$ cat config.mk
export PLATFORM = sky130hd
export DESIGN_NAME = step_sequencer
export DESIGN_NICKNAME = d
export VERILOG_FILES = /design/src/rtl/step_sequencer_pkg.sv /design/src/rtl/step_pulse_stretcher.sv /design/src/rtl/step_sequencer.sv
export SDC_FILE = /design/constraint.sdc
export NUM_CORES = 1
export LEC_CHECK = 0
export ABC_CLOCK_PERIOD_IN_PS = 6500
export BUFFER_PORTS_ARGS = -buffer_cell sky130_fd_sc_hd__clkbuf_2
export CAP_MARGIN = 25
export CORE_MARGIN = 3
export CORE_UTILIZATION = 55
export CTS_BUF_LIST = sky130_fd_sc_hd__clkbuf_16
export DETAILED_ROUTE_END_ITERATION = 8
export PLACE_DENSITY_LB_ADDON = 0.2
export REMOVE_ABC_BUFFERS = 1
export SYNTH_ARGS = -nofsm -noshare
export SYNTH_HDL_FRONTEND = slang
export SYNTH_HIERARCHICAL = 1
export SYNTH_SLANG_ARGS = --single-unit
$ cat constraint.sdc
create_clock -name clk -period 6.5 [get_ports clk]
set_clock_uncertainty 0.05 [all_clocks]
set_input_delay 0.975 -clock clk [delete_from_list [all_inputs] [get_ports clk]]
set_output_delay 0.975 -clock clk [all_outputs]
set_load 0.02 [all_outputs]
$ cat src/rtl/step_sequencer_pkg.sv
// Shared types and constants for the step sequencer: FSM states, record
// field byte offsets, axis count and DDA accumulator width.
package step_sequencer_pkg;

  typedef enum logic [1:0] {
    IDLE,
    CHECK,
    RUN
  } state_t;

  localparam int NUM_AXES = 4;
  localparam int ACC_W    = 17;

  localparam int OFF_TICKS  = 0;
  localparam int OFF_PERIOD = 2;
  localparam int OFF_STEPS  = 4;
  localparam int OFF_DIR    = 12;
  localparam int OFF_LAST   = 13;

endpackage

$ cat src/rtl/step_pulse_stretcher.sv
// Turns a one-cycle trigger into a registered pulse that stays high for
// exactly PULSE_CLKS cycles, starting the cycle after the trigger.
module step_pulse_stretcher
  import step_sequencer_pkg::*;
#(
  parameter int PULSE_CLKS = 4
) (
  input  logic clk,
  input  logic rst_n,
  input  logic trigger,
  output logic pulse
);

  localparam int CW = (PULSE_CLKS > 1) ? $clog2(PULSE_CLKS) : 1;

  logic [CW-1:0] remaining;

  // remaining counts the high cycles still owed after the current one
  always_ff @(posedge clk or negedge rst_n) begin
    if (!rst_n) begin
      pulse     <= 1'b0;
      remaining <= '0;
    end else if (trigger) begin
      pulse     <= 1'b1;
      remaining <= CW'(PULSE_CLKS - 1);
    end else if (remaining != '0) begin
      remaining <= remaining - 1'b1;
    end else begin
      pulse <= 1'b0;
    end
  end

endmodule

$ cat src/rtl/step_sequencer.sv
// Pops motion records from the FIFO and runs each as a timed segment, spreading
// per-axis steps evenly over the ticks with a DDA accumulator per axis.
module step_sequencer
  import step_sequencer_pkg::*;
#(
  parameter int RECORD_WORDS = 16,
  parameter int PULSE_CLKS   = 4
) (
  input  logic                      clk,
  input  logic                      rst_n,
  input  logic                      enable,
  input  logic                      abort,
  input  logic                      fifo_empty,
  input  logic [RECORD_WORDS*8-1:0] fifo_data,
  output logic                      fifo_read_en,
  output logic [NUM_AXES-1:0]       step,
  output logic [NUM_AXES-1:0]       dir,
  output logic                      busy,
  output logic                      segment_done,
  output logic                      underrun
);

  localparam logic [15:0] MIN_PERIOD = 16'(2 * PULSE_CLKS);

  state_t state, state_next;

  logic [15:0]         rec_ticks, rec_period;
  logic [15:0]         rec_steps [NUM_AXES];
  logic [15:0]         ticks_lat, peff_lat;
  logic [15:0]         steps_lat [NUM_AXES];
  logic [NUM_AXES-1:0] dir_lat;
  logic                last_lat;
  logic [15:0]         period_cnt, tick_cnt;
  logic [ACC_W-1:0]    acc      [NUM_AXES];
  logic [ACC_W-1:0]    acc_sum  [NUM_AXES];
  logic [ACC_W-1:0]    acc_next [NUM_AXES];
  logic [NUM_AXES-1:0] acc_over, trigger;
  logic                tick, seg_end;
  logic                unused_record;

  assign rec_ticks  = fifo_data[8*OFF_TICKS +: 16];
  assign rec_period = fifo_data[8*OFF_PERIOD +: 16];
  for (genvar k = 0; k < NUM_AXES; k++) begin : g_fields
    assign rec_steps[k] = fifo_data[8*(OFF_STEPS + 2*k) +: 16];
  end

  // Bytes past the layout and spare dir/last bits are don't-care
  assign unused_record = ^fifo_data;

  assign tick    = (state == RUN) && (period_cnt == 16'd0);
  assign seg_end = tick && (tick_cnt == 16'd1);

  always_comb begin
    state_next   = state;
    fifo_read_en = 1'b0;
    unique case (state)
      IDLE: begin
        if (rst_n && enable && !fifo_empty && !abort) begin
          fifo_read_en = 1'b1;
          state_next   = CHECK;
        end
      end
      CHECK:   state_next = (ticks_lat == 16'd0) ? IDLE : RUN;
      RUN:     if (seg_end) state_next = IDLE;
      default: state_next = IDLE;
    endcase
    if (abort) state_next = IDLE;
  end

  always_comb begin
    for (int k = 0; k < NUM_AXES; k++) begin
      acc_sum[k]  = acc[k] + ACC_W'(steps_lat[k]);
      acc_over[k] = acc_sum[k] >= ACC_W'(ticks_lat);
      acc_next[k] = acc_over[k] ? (acc_sum[k] - ACC_W'(ticks_lat)) : acc_sum[k];
    end
  end

  assign trigger = (tick && !abort) ? acc_over : '0;

  always_ff @(posedge clk or negedge rst_n) begin
    if (!rst_n) state <= IDLE;
    else        state <= state_next;
  end

  // Record latch at pop time, then per-state counter and accumulator updates
  always_ff @(posedge clk or negedge rst_n) begin
    if (!rst_n) begin
      ticks_lat    <= '0;
      peff_lat     <= '0;
      dir_lat      <= '0;
      last_lat     <= 1'b1;
      dir          <= '0;
      period_cnt   <= '0;
      tick_cnt     <= '0;
      segment_done <= 1'b0;
      for (int k = 0; k < NUM_AXES; k++) begin
        steps_lat[k] <= '0;
        acc[k]       <= '0;
      end
    end else begin
      segment_done <= 1'b0;
      if (fifo_read_en) begin
        ticks_lat <= rec_ticks;
        peff_lat  <= (rec_period < MIN_PERIOD) ? MIN_PERIOD : rec_period;
        dir_lat   <= fifo_data[8*OFF_DIR +: NUM_AXES];
        last_lat  <= fifo_data[8*OFF_LAST];
        for (int k = 0; k < NUM_AXES; k++)
          steps_lat[k] <= (rec_steps[k] > rec_ticks) ? rec_ticks : rec_steps[k];
      end
      if (abort) begin
        period_cnt <= '0;
        tick_cnt   <= '0;
        for (int k = 0; k < NUM_AXES; k++) acc[k] <= '0;
      end else begin
        unique case (state)
          CHECK: begin
            if (ticks_lat == 16'd0) begin
              segment_done <= 1'b1;
            end else begin
              dir        <= dir_lat;
              period_cnt <= peff_lat - 16'd1;
              tick_cnt   <= ticks_lat;
              for (int k = 0; k < NUM_AXES; k++) acc[k] <= '0;
            end
          end
          RUN: begin
            if (tick) begin
              period_cnt <= peff_lat - 16'd1;
              tick_cnt   <= tick_cnt - 16'd1;
              for (int k = 0; k < NUM_AXES; k++) acc[k] <= acc_next[k];
              if (seg_end) segment_done <= 1'b1;
            end else begin
              period_cnt <= period_cnt - 16'd1;
            end
          end
          default: ;
        endcase
      end
    end
  end

  always_ff @(posedge clk or negedge rst_n) begin
    if (!rst_n)                                        underrun <= 1'b0;
    else if (!enable)                                  underrun <= 1'b0;
    else if (state == IDLE && fifo_empty && !last_lat) underrun <= 1'b1;
  end

  for (genvar k = 0; k < NUM_AXES; k++) begin : g_pulse
    step_pulse_stretcher #(
      .PULSE_CLKS(PULSE_CLKS)
    ) u_stretcher (
      .clk    (clk),
      .rst_n  (rst_n),
      .trigger(trigger[k]),
      .pulse  (step[k])
    );
  end

  assign busy = (state != IDLE) || (step != '0);

endmodule

==> metrics.json, run 1 <==
{
  "synth_enable_flop_cells": {"value": 0},
  "grt_use_total": {"value": 30.1, "unit": "%"},
  "placeableCoreArea": {"value": 31800, "unit": "um2"},
  "vias_per_cell": {"value": 6.12},
  "power.ir.vdd_worst": {"value": 240, "unit": "uV"},
  "syn_area_per_cell": {"value": 8.79, "unit": "um2"},
  "cap_viol_max_count": {"value": 0},
  "io_buffer_count": {"value": 117},
  "synth_seq_area_share": {"value": 31.0, "unit": "%"},
  "detail-route-antenna-nets": {"value": 0},
  "worst-slew-pin-transition": {"value": 1.04, "unit": "ns"},
  "post_route_cells_drive_above_1_share": {"value": 9.94, "unit": "%"},
  "ctsRootBufferMaster": {"value": "sky130_fd_sc_hd__clkbuf_16"},
  "setup.worst_path.class": {"value": "reg -> reg"},
  "dpl_worst_slack": {"value": 1.57, "unit": "ns"},
  "net_count_reported_at_finish": {"value": 2477},
  "unrepaired_setup_endpoints_after_global_routing": {"value": "false"},
  "synth_top_flop_cell": {"value": "sky130_fd_sc_hd__dfrtp_1"},
  "worst_hold_path_type": {"value": "reg -> reg"},
  "gpl.final_weighted_congestion": {"value": 0.951},
  "yosys-top-cells-area": {"value": "sky130_fd_sc_hd__dfrtp_1 31%, sky130_fd_sc_hd__ha_1 14%, sky130_fd_sc_hd__mux2i_1 6.8%"},
  "capturing_element_type_of_the_critical_path": {"value": "flip-flop"},
  "cell_taking_the_most_area_after_synthesis": {"value": "sky130_fd_sc_hd__dfrtp_1"},
  "synth_top_area_share": {"value": 30.8, "unit": "%"},
  "die_ht": {"value": 186, "unit": "um"},
  "syn_to_final_growth": {"value": 10.5, "unit": "%"},
  "clock_tree_from_tritoncts": {"value": "done"},
  "dr.pass1.iters": {"value": 5},
  "max-clock-path-buffers": {"value": 3},
  "tns": {"value": 0, "unit": "ns"},
  "ctsHtreeMaxLevel": {"value": 1},
  "yosys_warnings": {"value": 6},
  "cellPowerDensity": {"value": 339, "unit": "nW/um2"},
  "final_cycle_share": {"value": 77.6, "unit": "%"},
  "detailed_placement_wirelength_estimate": {"value": 38.2, "unit": "mm"},
  "cts_resized": {"value": 0},
  "grt-ovfl-total": {"value": 0},
  "drt_iter0_drc": {"value": 1170},
  "cp.arrival": {"value": 5.47, "unit": "ns"},
  "synth.cell_area": {"value": 17900, "unit": "um2"},
  "top_post_synthesis_cells_by_count": {"value": "257 x sky130_fd_sc_hd__nand2_1, 220 x sky130_fd_sc_hd__dfrtp_1, 203 x sky130_fd_sc_hd__ha_1"},
  "yosysMostFrequentCell": {"value": "sky130_fd_sc_hd__nand2_1"},
  "cts.sink_count": {"value": 221},
  "post-cts-setup-buffers": {"value": 0},
  "yosysUniqueCellTypes": {"value": 87},
  "die_area": {"value": 34700, "unit": "um2"},
  "floorplan.initialDensity": {"value": 56.2, "unit": "%"},
  "ys_seq_elements": {"value": 221},
  "timing.max_slew.rel_slack": {"value": 30.7, "unit": "%"},
  "io_pins": {"value": 145},
  "clock_insertion_delay_worst_skew": {"value": 0.55, "unit": "ns"},
  "clk_transition_reported_paths": {"value": 0.06, "unit": "ns"},
  "status": {"value": "complete, no violations"},
  "cp_max_fo": {"value": 12},
  "critical_path_required": {"value": 6.93, "unit": "ns"},
  "core.rowCount": {"value": 65},
  "routed_wl": {"value": 52.7, "unit": "mm"},
  "floorplan.die.width": {"value": 186, "unit": "um"},
  "achievable-frequency": {"value": 0.198, "unit": "GHz"},
  "timing.final.ws_setup": {"value": 1.46, "unit": "ns"},
  "fillerInstances": {"value": 2749},
  "first_global_vias": {"value": 15400},
  "avgRoutedWirePerCell": {"value": 20.4, "unit": "um"},
  "p_leak": {"value": 10.0, "unit": "nW"},
  "cts-buffers-inserted": {"value": 27},
  "timing.final.hold_violations": {"value": 0},
  "number_of_antenna_violations_at_the_first_check_in_global_routing": {"value": 1},
  "asyncSetResetFlopFracSynth": {"value": 100, "unit": "%"},
  "slew_viol_final": {"value": 0},
  "postSynthCellCount": {"value": 2033},
  "detail_route.drc_violations": {"value": 0},
  "grt_pass1_wl": {"value": 82.3, "unit": "mm"},
  "grt_start_max_net_pins": {"value": 113},
  "setup.worst_path.start_class": {"value": "flip-flop"},
  "diodes": {"value": 0},
  "hold_fix_buffer_count_after_cts": {"value": 0},
  "vias": {"value": 15900},
  "period_minus_slack": {"value": 5.04, "unit": "ns"},
  "setup_viol_count_final": {"value": 0}
}
final timing paths:
path                            startpoint            end  slack, ns  cells after the start
worst max-delay path               acc[51]        acc[51]       1.46                     20
worst min-delay path              last_lat       last_lat       0.41                      2
worst max register to register     acc[51]        acc[51]       1.46                     20
worst min register to register    last_lat       last_lat       0.41                      2
max in group asynchronous            rst_n  steps_lat[46]       4.56                      2
min in group asynchronous            rst_n    peff_lat[2]       0.44                      1
report_power, final:
part / internal, mW / switching (mW) / leakage (nW) / total [mW]
clock network: 0.788 / 0.609 / 0.409 / 1.40
registers: 1.60 / 0.175 / 2.90 / 1.78
logic: 1.47 / 2.04 / 6.69 / 3.51
total: 3.86 / 2.82 / 10.0 / 6.68
cells by family after synthesis:
group / share of synthesized area (%)
and+or+nand+nor: 15.9
AOI/OAI and AO/OA: 20.7
DFF: 31.0
adders and majority gates: 15.1
buffers and inverters: 3.80
xor gates and xnor gates: 6.37
muxes: 7.22
layer usage:
metal  global-route usage, %  share of wire [%]
met1                    40.9                 44
met2                    48.7                 45
met3                    5.13                7.1
met4                    11.2                4.4
met5                       0              0.051
layout make-up:
cell class / count / area [um2] / share of cell area [%]
Multi-Input combinational cell: 1645 / 11700 / 59.2
Clock buffer: 27 / 676 / 3.42
Clock inverter: 22 / 128 / 0.647
Tap cell: 435 / 544 / 2.76
Inverter: 103 / 387 / 1.96
Sequential cell: 221 / 5530 / 28.0
Timing Repair Buffer: 135 / 782 / 3.96
metrics by stage:
step	cell area, um2	utilization [%]	hold slack [ns]	std cells	power (mW)
6_report	19700	62.1	0.407	2588	6.68
5_1_grt	19700	62.1	0.442	2588	7.16
4_1_cts	19700	61.9	0.413	2586	6.65
3_5_place_dp	18900	59.4	0.405	2537	5.22
3_3_place_gp	18900	59.3	0.400	2535	5.13
2_1_floorplan	17600	-	0.389	1969	4.40
flip-flops by register name, summed over array words and instances (netlist names), 2 cells and up:
| signal | count |
|---|---|
| state | 2 |
| g_pulse.u_stretcher/pulse | 4 |
| acc | 68 |
| ticks_lat | 16 |
| steps_lat | 64 |
| dir | 4 |
| dir_lat | 4 |
| peff_lat | 16 |
| tick_cnt | 16 |
| period_cnt | 16 |
| g_pulse.u_stretcher/remaining | 8 |
placed cells by master (no fill, tap or decap), types with 17 or more instances in the layout:
cell type / Yosys / final
sky130_fd_sc_hd__nand2_1: 257 / 257
sky130_fd_sc_hd__clkbuf_2: 0 / 116
sky130_fd_sc_hd__dfrtp_1: 220 / 220
sky130_fd_sc_hd__o21ai_0: 161 / 161
sky130_fd_sc_hd__inv_1: 102 / 109
sky130_fd_sc_hd__nand4_1: 24 / 24
sky130_fd_sc_hd__o21ai_1: 59 / 58
sky130_fd_sc_hd__nand2b_1: 25 / 25
sky130_fd_sc_hd__a21oi_1: 96 / 95
sky130_fd_sc_hd__ha_1: 203 / 203
sky130_fd_sc_hd__nand3_1: 29 / 29
sky130_fd_sc_hd__a22o_1: 17 / 17
sky130_fd_sc_hd__mux2i_1: 121 / 121
sky130_fd_sc_hd__clkbuf_16: 0 / 27
sky130_fd_sc_hd__or3_1: 19 / 19
sky130_fd_sc_hd__nor3_1: 39 / 38
sky130_fd_sc_hd__a211oi_1: 23 / 23
sky130_fd_sc_hd__xnor2_1: 88 / 88
sky130_fd_sc_hd__xor2_1: 40 / 40
sky130_fd_sc_hd__a21o_1: 70 / 70
sky130_fd_sc_hd__o21a_1: 20 / 20
sky130_fd_sc_hd__nor2_1: 114 / 114
sky130_fd_sc_hd__nor2b_1: 18 / 17
critical path, stage by stage, from the launching register on:
cell	delay, ns
sky130_fd_sc_hd__dfrtp_1	0.37
sky130_fd_sc_hd__ha_1	0.18
sky130_fd_sc_hd__inv_1	0.05
sky130_fd_sc_hd__fa_1	0.40
sky130_fd_sc_hd__nor2b_1	0.17
sky130_fd_sc_hd__o31a_1	0.21
sky130_fd_sc_hd__o21ai_1	0.17
sky130_fd_sc_hd__o21ba_2	0.25
sky130_fd_sc_hd__o21bai_1	0.13
sky130_fd_sc_hd__a21oi_1	0.10
sky130_fd_sc_hd__xnor2_1	0.21
sky130_fd_sc_hd__ha_1	0.34
sky130_fd_sc_hd__a21o_1	0.21
sky130_fd_sc_hd__a21o_1	0.19
sky130_fd_sc_hd__nor2_1	0.14
sky130_fd_sc_hd__a211oi_1	0.10
sky130_fd_sc_hd__a211oi_1	0.27
sky130_fd_sc_hd__nor2b_2	0.61
sky130_fd_sc_hd__buf_4	0.34
sky130_fd_sc_hd__mux2_2	0.35
sky130_fd_sc_hd__o21ai_1	0.11
No activity file was read; power rests on OpenSTA's default activity.
==> run 2: changes to the inputs <==
--- a/config.mk
+++ b/config.mk
@@ -5,7 +5,7 @@
 export SDC_FILE = /design/constraint.sdc
 export NUM_CORES = 1
 export LEC_CHECK = 0
-export ABC_CLOCK_PERIOD_IN_PS = 6500
+export ABC_CLOCK_PERIOD_IN_PS = 4500
 export BUFFER_PORTS_ARGS = -buffer_cell sky130_fd_sc_hd__clkbuf_2
 export CAP_MARGIN = 25
 export CORE_MARGIN = 3
==> constraint.sdc (replaced) <==
create_clock -name clk -period 4.5 [get_ports clk]
set_clock_uncertainty 0.05 [all_clocks]
set_input_delay 0.675 -clock clk [delete_from_list [all_inputs] [get_ports clk]]
set_output_delay 0.675 -clock clk [all_outputs]
set_load 0.02 [all_outputs]
==> metrics.json, run 2 (synthesized netlist as in run 1, its figures left out) <==
{
  "status": {"value": "complete, no violations"},
  "path_cells": {"value": "ha_1 -> o21ai_0 -> o21ai_2 -> a211o_1 -> o31ai_2 -> buf_4 -> o21bai_1 -> a211oi_1 -> nor2_1 -> ha_1 -> a21o_1 -> a21oi_1 -> nor2b_1 -> or2_2 -> a21oi_2 -> nor2b_4 -> buf_12 -> mux2i_2 -> o21ai_1"},
  "tns": {"value": 0, "unit": "ns", "change": "unchanged"},
  "worst_path_dominant_cell_family": {"value": "compound AO/OA/AOI/OAI gates"},
  "floorplan.die.width": {"value": 186, "unit": "um", "change": "unchanged"},
  "clock_tree_from_tritoncts": {"value": "done"},
  "cellPowerDensity": {"value": 501, "unit": "nW/um2", "change": "+48%"},
  "cpMaxStageDelayCell": {"value": "sky130_fd_sc_hd__dfrtp_1"},
  "worst-slew-pin-transition": {"value": 1.05, "unit": "ns", "change": "+0.0148 ns"},
  "capturing_element_type_of_the_critical_path": {"value": "flip-flop"},
  "p_leak": {"value": 10.1, "unit": "nW", "change": "+1.5%"},
  "cp.arrival": {"value": 4.77, "unit": "ns", "change": "-0.70 ns"},
  "setup_viol_count_final": {"value": 0, "change": "unchanged"},
  "ctsRootBufferMaster": {"value": "sky130_fd_sc_hd__clkbuf_16"},
  "clk_transition_reported_paths": {"value": 0.06, "unit": "ns", "change": "about the same"},
  "layout_common_cells": {"value": "257 x sky130_fd_sc_hd__nand2_1, 220 x sky130_fd_sc_hd__dfrtp_1, 199 x sky130_fd_sc_hd__ha_1"},
  "avgRoutedWirePerCell": {"value": 20.3, "unit": "um", "change": "-0.31%"},
  "power.ir.vdd_worst": {"value": 357, "unit": "uV", "change": "+48%"},
  "first_global_vias": {"value": 15400, "change": "+0.065%"},
  "fillerInstances": {"value": 2724, "change": "-0.91%"},
  "vias": {"value": 16100, "change": "+1.3%"},
  "gpl.final_weighted_congestion": {"value": 0.934, "change": "-1.7%"},
  "register_area": {"value": 5530, "unit": "um2", "change": "unchanged"},
  "grt_use_total": {"value": 30.0, "unit": "%", "change": "-0.15 points"},
  "max-clock-path-buffers": {"value": 3, "change": "unchanged"},
  "final_cycle_share": {"value": 98.0, "unit": "%", "change": "+20 points"},
  "timing.final.hold_violations": {"value": 0, "change": "unchanged"},
  "grt_pass1_wl": {"value": 82.0, "unit": "mm", "change": "-0.32%"},
  "placeableCoreArea": {"value": 31800, "unit": "um2", "change": "unchanged"},
  "post_route_cells_drive_above_1_share": {"value": 12.4, "unit": "%", "change": "+2.5 points"},
  "worst_hold_path_type": {"value": "in -> async"},
  "r2r_setup_slack": {"value": 0.09, "unit": "ns", "change": "-1.37 ns"},
  "dr.pass1.iters": {"value": 5, "change": "unchanged"},
  "dpl_worst_slack": {"value": -0.0590, "unit": "ns", "change": "-1.63 ns"},
  "vias_per_cell": {"value": 6.14, "change": "+0.27%"},
  "buffer_and_inverter_count_on_the_worst_path": {"value": 2, "change": "unchanged"},
  "layout_top_registers": {"value": "acc (68), steps_lat (64)"},
  "slowest_delay": {"value": 0.39, "unit": "ns", "change": "-0.22 ns"},
  "multi_input_area": {"value": 11800, "unit": "um2", "change": "+0.94%"},
  "mostFrequentLayoutCell": {"value": "sky130_fd_sc_hd__nand2_1"},
  "io_pins": {"value": 145, "change": "unchanged"},
  "setup.worst_path.class": {"value": "reg -> reg"},
  "grt-ovfl-total": {"value": 0, "change": "unchanged"},
  "syn_to_final_growth": {"value": 12.7, "unit": "%"},
  "die_area": {"value": 34700, "unit": "um2", "change": "unchanged"},
  "cts-buffers-inserted": {"value": 27, "change": "unchanged"},
  "cap_viol_max_count": {"value": 0, "change": "unchanged"},
  "drt_iter0_drc": {"value": 1138, "change": "-2.7%"},
  "net_count_reported_at_finish": {"value": 2504, "change": "+1.1%"},
  "clock_power_share": {"value": 20.7, "unit": "%", "change": "-0.2 points"},
  "io_buffer_count": {"value": 117, "change": "unchanged"},
  "combPwrFrac": {"value": 53.8, "unit": "%", "change": "+1.3 points"},
  "setup.worst_path.start_class": {"value": "flip-flop"},
  "routed_wl": {"value": 53.1, "unit": "mm", "change": "+0.69%"},
  "detail-route-antenna-nets": {"value": 0, "change": "unchanged"},
  "floorplan.initialDensity": {"value": 56.2, "unit": "%", "change": "unchanged"},
  "achievable-frequency": {"value": 0.227, "unit": "GHz", "change": "+14%"},
  "max_flop_register": {"value": "acc"},
  "timing.final.ws_setup": {"value": 0.0922, "unit": "ns", "change": "-1.37 ns"},
  "period_minus_slack": {"value": 4.41, "unit": "ns", "change": "-0.633 ns"},
  "timing.max_slew.rel_slack": {"value": 29.7, "unit": "%", "change": "-0.98 points"},
  "grt_start_max_net_pins": {"value": 164, "change": "+45%"},
  "cpMostUsedCell": {"value": "sky130_fd_sc_hd__ha_1"},
  "slew_viol_final": {"value": 0, "change": "unchanged"},
  "core.rowCount": {"value": 65, "change": "unchanged"},
  "clock_insertion_delay_worst_skew": {"value": 0.56, "unit": "ns", "change": "about the same"},
  "flip_flop_count_of_the_largest_register_all_copies_and_words_added": {"value": 68, "change": "unchanged"},
  "power_switching_share": {"value": 41.6, "unit": "%", "change": "-0.59 points"},
  "critical_path_required": {"value": 4.86, "unit": "ns", "change": "-2.07 ns"},
  "die_ht": {"value": 186, "unit": "um", "change": "unchanged"},
  "number_of_antenna_violations_at_the_first_check_in_global_routing": {"value": 0, "change": "-1"},
  "ctsHtreeMaxLevel": {"value": 1, "change": "unchanged"},
  "power.sequential.fraction": {"value": 25.5, "unit": "%", "change": "-1.1 points"},
  "detail_route.drc_violations": {"value": 0, "change": "unchanged"},
  "p_switching": {"value": 4.19, "unit": "mW", "change": "+49%"},
  "diodes": {"value": 0, "change": "unchanged"},
  "detailed_placement_wirelength_estimate": {"value": 37.7, "unit": "mm", "change": "-1.3%"},
  "cp_max_fo": {"value": 9, "change": "-3"},
  "power.internal": {"value": 5.89, "unit": "mW", "change": "+52%"},
  "cts.sink_count": {"value": 221, "change": "unchanged"}
}
[run 2: changes by cell type in the layout (fill, tap and decap cells not counted), moves of 3 or more]
cell                       delta
sky130_fd_sc_hd__buf_4       +21
sky130_fd_sc_hd__mux2i_1      -7
sky130_fd_sc_hd__mux2i_2      +7
sky130_fd_sc_hd__buf_12       +4
sky130_fd_sc_hd__clkinv_2     +4
sky130_fd_sc_hd__ha_1         -4
sky130_fd_sc_hd__ha_2         +4
sky130_fd_sc_hd__inv_1        -4
sky130_fd_sc_hd__a211oi_1     -3
sky130_fd_sc_hd__buf_8        +3
[run 2: repair_timing]
action,CTS,global route
hold buffers,0,0
resized for setup,1,37
setup endpoints to repair,9,64
pin swaps,0,18
gates cloned,0,1
setup buffers,0,10
[run 2: worst paths after layout]
check                      cells after the start     endpoint           start
max                                           19      acc[21]   steps_lat[18]
min                                            1  peff_lat[0]           rst_n
max reg2reg                                   19      acc[21]   steps_lat[18]
min reg2reg                                    2     last_lat        last_lat
max in group asynchronous                      2      acc[57]           rst_n
min in group clk                               3     last_lat  fifo_data[104]
[run 2: final cells by class]
| type | instances | area share [%] |
|---|---|---|
| Multi-Input combinational cell | 1645 | 58.6 |
| Clock inverter | 21 | 0.771 |
| Sequential cell | 221 | 27.5 |
| Clock buffer | 27 | 3.36 |
| Tap cell | 435 | 2.70 |
| Timing Repair Buffer | 162 | 5.14 |
| Inverter | 103 | 1.92 |
[run 2: metal layers]
layer,up-vias,part of all wire [%],track usage [%],wire length [um]
li1,7616,-,-,-
met4,0,4.0,11.0,2110
met2,541,45,47.9,23900
met3,108,6.8,5.13,3620
met1,7787,44,41.2,23400
met5,-,0,0,0
[run 2: metrics by stage]
stage / cell area (um2) / hold WS, ns / total power, mW / std cells / util [%]
floorplan: 17600 / 0.329 / 6.36 / 1969 / -
global placement: 19000 / 0.396 / 7.52 / 2555 / 59.9
detailed placement: 19000 / 0.402 / 7.67 / 2555 / 59.9
CTS: 19900 / 0.00896 / 9.81 / 2603 / 62.5
global route: 20100 / 0.0254 / 10.8 / 2614 / 63.3
finish: 20100 / 0.000803 / 10.1 / 2614 / 63.3
[run 2: power groups by stage]
stage,sequential [mW],clock [mW],combinational [mW]
after global routing,2.61,2.19,5.96
after detailed placement,2.60,0,5.08
final,2.57,2.09,5.42
after global placement,2.58,0,4.94
after floorplan,2.55,0,3.81
after CTS,2.56,2.12,5.12
==> run 3: changes to the inputs <==
--- a/config.mk
+++ b/config.mk
@@ -8,9 +8,10 @@
 export ABC_CLOCK_PERIOD_IN_PS = 4500
 export BUFFER_PORTS_ARGS = -buffer_cell sky130_fd_sc_hd__clkbuf_2
 export CAP_MARGIN = 25
+export CORE_ASPECT_RATIO = 1.25
 export CORE_MARGIN = 3
 export CORE_UTILIZATION = 55
-export CTS_BUF_LIST = sky130_fd_sc_hd__clkbuf_16
+export CTS_BUF_LIST = sky130_fd_sc_hd__clkbuf_4 sky130_fd_sc_hd__clkbuf_8 sky130_fd_sc_hd__clkbuf_16
 export DETAILED_ROUTE_END_ITERATION = 8
 export PLACE_DENSITY_LB_ADDON = 0.2
 export REMOVE_ABC_BUFFERS = 1
==> metrics.json, run 3 (synthesized netlist as in run 1, its figures left out) <==
{
  "status": {"value": "complete, no violations"},
  "ctsHtreeMaxLevel": {"value": 1, "change": "unchanged"},
  "setup.worst_path.start_class": {"value": "flip-flop"},
  "clk_transition_reported_paths": {"value": 0.07, "unit": "ns", "change": "about the same"},
  "floorplan.die.width": {"value": 167, "unit": "um", "change": "-10%"},
  "timing.rr.start": {"value": "steps_lat[1]"},
  "cpMaxStageDelayCell": {"value": "sky130_fd_sc_hd__dfrtp_1"},
  "layout_top_registers": {"value": "acc (68), steps_lat (64)"},
  "routed_wl": {"value": 53.4, "unit": "mm", "change": "+0.58%"},
  "capturing_element_type_of_the_critical_path": {"value": "flip-flop"},
  "vias_per_cell": {"value": 6.14, "change": "about the same"},
  "finalHoldWorstSlack": {"value": 0.0178, "unit": "ns", "change": "+0.0170 ns"},
  "finalNonFillerCells": {"value": 2592, "change": "-0.84%"},
  "gpl.final_weighted_congestion": {"value": 0.932, "change": "-0.27%"},
  "grt_pass1_wl": {"value": 83.4, "unit": "mm", "change": "+1.7%"},
  "placeableCoreArea": {"value": 31900, "unit": "um2", "change": "+0.24%"},
  "post_route_cells_drive_above_1_share": {"value": 12.7, "unit": "%", "change": "+0.32 points"},
  "register_area": {"value": 5530, "unit": "um2", "change": "unchanged"},
  "detailed_placement_wirelength_estimate": {"value": 39.3, "unit": "mm", "change": "+4.2%"},
  "launch_point_of_the_worst_path": {"value": "steps_lat[1]"},
  "grt_start_max_net_pins": {"value": 146, "change": "-11%"},
  "cts.sink_count": {"value": 221, "change": "unchanged"},
  "fillerInstances": {"value": 2753, "change": "+1.1%"},
  "path_cells": {"value": "ha_1 -> a211oi_2 -> o21ai_0 -> a31oi_1 -> o211ai_1 -> a21boi_0 -> o21bai_1 -> xor2_1 -> ha_1 -> nand3_1 -> nor2b_1 -> a31oi_1 -> o22ai_1 -> a211o_1 -> a21oi_4 -> buf_12 -> mux2i_1 -> o21ai_1"},
  "avgRoutedWirePerCell": {"value": 20.6, "unit": "um", "change": "+1.4%"},
  "worst-slew-pin-transition": {"value": 0.913, "unit": "ns", "change": "-0.141 ns"},
  "first_global_vias": {"value": 15500, "change": "+0.83%"},
  "floorplan.initialDensity": {"value": 56.0, "unit": "%", "change": "-0.14 points"},
  "dr.pass1.iters": {"value": 6, "change": "+1"},
  "hold_fix_buffer_count_after_cts": {"value": 0, "change": "unchanged"},
  "period_minus_slack": {"value": 4.31, "unit": "ns", "change": "-0.103 ns"},
  "total_power": {"value": 10.3, "unit": "mW", "change": "+2.1%"},
  "setup.worst_path.class": {"value": "reg -> reg"},
  "grt_use_total": {"value": 29.8, "unit": "%", "change": "-0.21 points"},
  "flip_flop_count_of_the_largest_register_all_copies_and_words_added": {"value": 68, "change": "unchanged"},
  "final_cycle_share": {"value": 95.7, "unit": "%", "change": "-2.3 points"},
  "max-clock-path-buffers": {"value": 3, "change": "unchanged"},
  "critical_path_required": {"value": 4.87, "unit": "ns", "change": "about the same"},
  "io_buffer_count": {"value": 117, "change": "unchanged"},
  "cp_max_fo": {"value": 17, "change": "+8"},
  "worst_hold_path_type": {"value": "in -> async"},
  "core.rowCount": {"value": 73, "change": "+12%"},
  "ctsRootBufferMaster": {"value": "sky130_fd_sc_hd__clkbuf_16"},
  "clock_tree_from_tritoncts": {"value": "done"},
  "grt-ovfl-total": {"value": 0, "change": "unchanged"},
  "p_leak": {"value": 10.2, "unit": "nW", "change": "+0.46%"},
  "net_count_reported_at_finish": {"value": 2504, "change": "unchanged"},
  "layout_common_cells": {"value": "257 x sky130_fd_sc_hd__nand2_1, 220 x sky130_fd_sc_hd__dfrtp_1, 200 x sky130_fd_sc_hd__ha_1"},
  "cts-buffers-inserted": {"value": 26, "change": "-3.7%"},
  "timing.max_slew.rel_slack": {"value": 39.1, "unit": "%", "change": "+9.4 points"},
  "cp.arrival": {"value": 4.68, "unit": "ns", "change": "-0.09 ns"},
  "syn_to_final_growth": {"value": 13.0, "unit": "%"},
  "unrepaired_setup_endpoints_after_global_routing": {"value": "true"},
  "io_pins": {"value": 145, "change": "unchanged"},
  "slew_viol_final": {"value": 0, "change": "unchanged"},
  "multi_input_area": {"value": 11800, "unit": "um2", "change": "-0.17%"},
  "mostFrequentLayoutCell": {"value": "sky130_fd_sc_hd__nand2_1"},
  "die_area": {"value": 34700, "unit": "um2", "change": "about the same"},
  "cap_viol_max_count": {"value": 0, "change": "unchanged"},
  "drt_iter0_drc": {"value": 1299, "change": "+14%"},
  "clock_insertion_delay_worst_skew": {"value": 0.57, "unit": "ns", "change": "about the same"},
  "detail_route.drc_violations": {"value": 0, "change": "unchanged"},
  "timing.final.hold_violations": {"value": 0, "change": "unchanged"},
  "power.ir.vdd_worst": {"value": 295, "unit": "uV", "change": "-17%"},
  "placedCellCount": {"value": 2535, "change": "-0.78%"},
  "vias": {"value": 15900, "change": "-0.82%"},
  "max_flop_register": {"value": "acc"},
  "slowest_delay": {"value": 0.41, "unit": "ns", "change": "+0.02 ns"},
  "cellPowerDensity": {"value": 510, "unit": "nW/um2", "change": "+1.7%"},
  "detail-route-antenna-nets": {"value": 0, "change": "unchanged"},
  "die_ht": {"value": 207, "unit": "um", "change": "+11%"},
  "setup_viol_count_final": {"value": 0, "change": "unchanged"},
  "number_of_antenna_violations_at_the_first_check_in_global_routing": {"value": 2, "change": "+2"},
  "achievable-frequency": {"value": 0.232, "unit": "GHz", "change": "+2.4%"}
}
[run 3: cell count changes in the layout (fill, tap and decap cells not counted), sizes merged, moves of 3 or more]
cell,previous run,this run
bufinv,2,5
clkbuf,144,150
clkinv,12,6
inv,107,104
[run 3: worst max-delay path, delay by kind of cell, from the launching register on]
kind / cells / cell delay [ns]
buf+inv: 1 / 0.20
flops: 1 / 0.41
xor+xnor: 1 / 0.22
compound gates: 11 / 2.15
mux: 1 / 0.25
fa+ha+maj: 2 / 0.67
simple gates: 2 / 0.20
[run 3: report_power, final]
group	leakage, nW	switching, mW	internal [mW]
registers	2.90	0.276	2.32
logic	6.82	3.00	2.34
clock network	0.468	0.905	1.44
total	10.2	4.19	6.10
[run 3: per-stage QoR]
step	cell area, um2	util [%]	TNS [ns]	setup WS (ns)
2_1_floorplan	17600	-	-17.14	-0.735
3_3_place_gp	19000	59.7	0	0.186
3_5_place_dp	19000	59.8	0	0.137
4_1_cts	20000	62.8	0	0.113
5_1_grt	20200	63.3	-0.0859	-0.0204
6_report	20200	63.3	0	0.195
[run 3: final timing paths]
path | slack (ns) | to | cells past startpoint
hold reg to reg | 0.42 | last_lat | 2
max in group asynchronous | 3.15 | steps_lat[63] | 2
min in group clk | 0.25 | last_lat | 3
setup / recovery | 0.19 | acc[3] | 18
setup reg to reg | 0.19 | acc[3] | 18
hold / removal | 0.02 | peff_lat[9] | 1
[run 3: final cells by class]
class                   instances  area share [%]
flip-flops and latches        221            27.4
well taps                     412            2.55
multi-input cells            1645            58.3
clock inverters                14            1.08
diodes                          1          0.0124
inverters                     103            1.91
clock buffers                  33            3.64
repair buffers                163            5.06
[run 3: layer usage]
layer | vias up | global-route usage (%) | share of wire (%)
met2 | 518 | 50.7 | 47
met3 | 128 | 4.36 | 6.3
met5 | - | 0 | 0.013
li1 | 7624 | - | -
met1 | 7648 | 38.4 | 42
met4 | 2 | 11.5 | 4.2
[run 3: timing repair]
item                                    in CTS  in global routing
endpoints found under the setup margin       0                 74
setup buffers                                0                  8
resized for setup                            0                 28
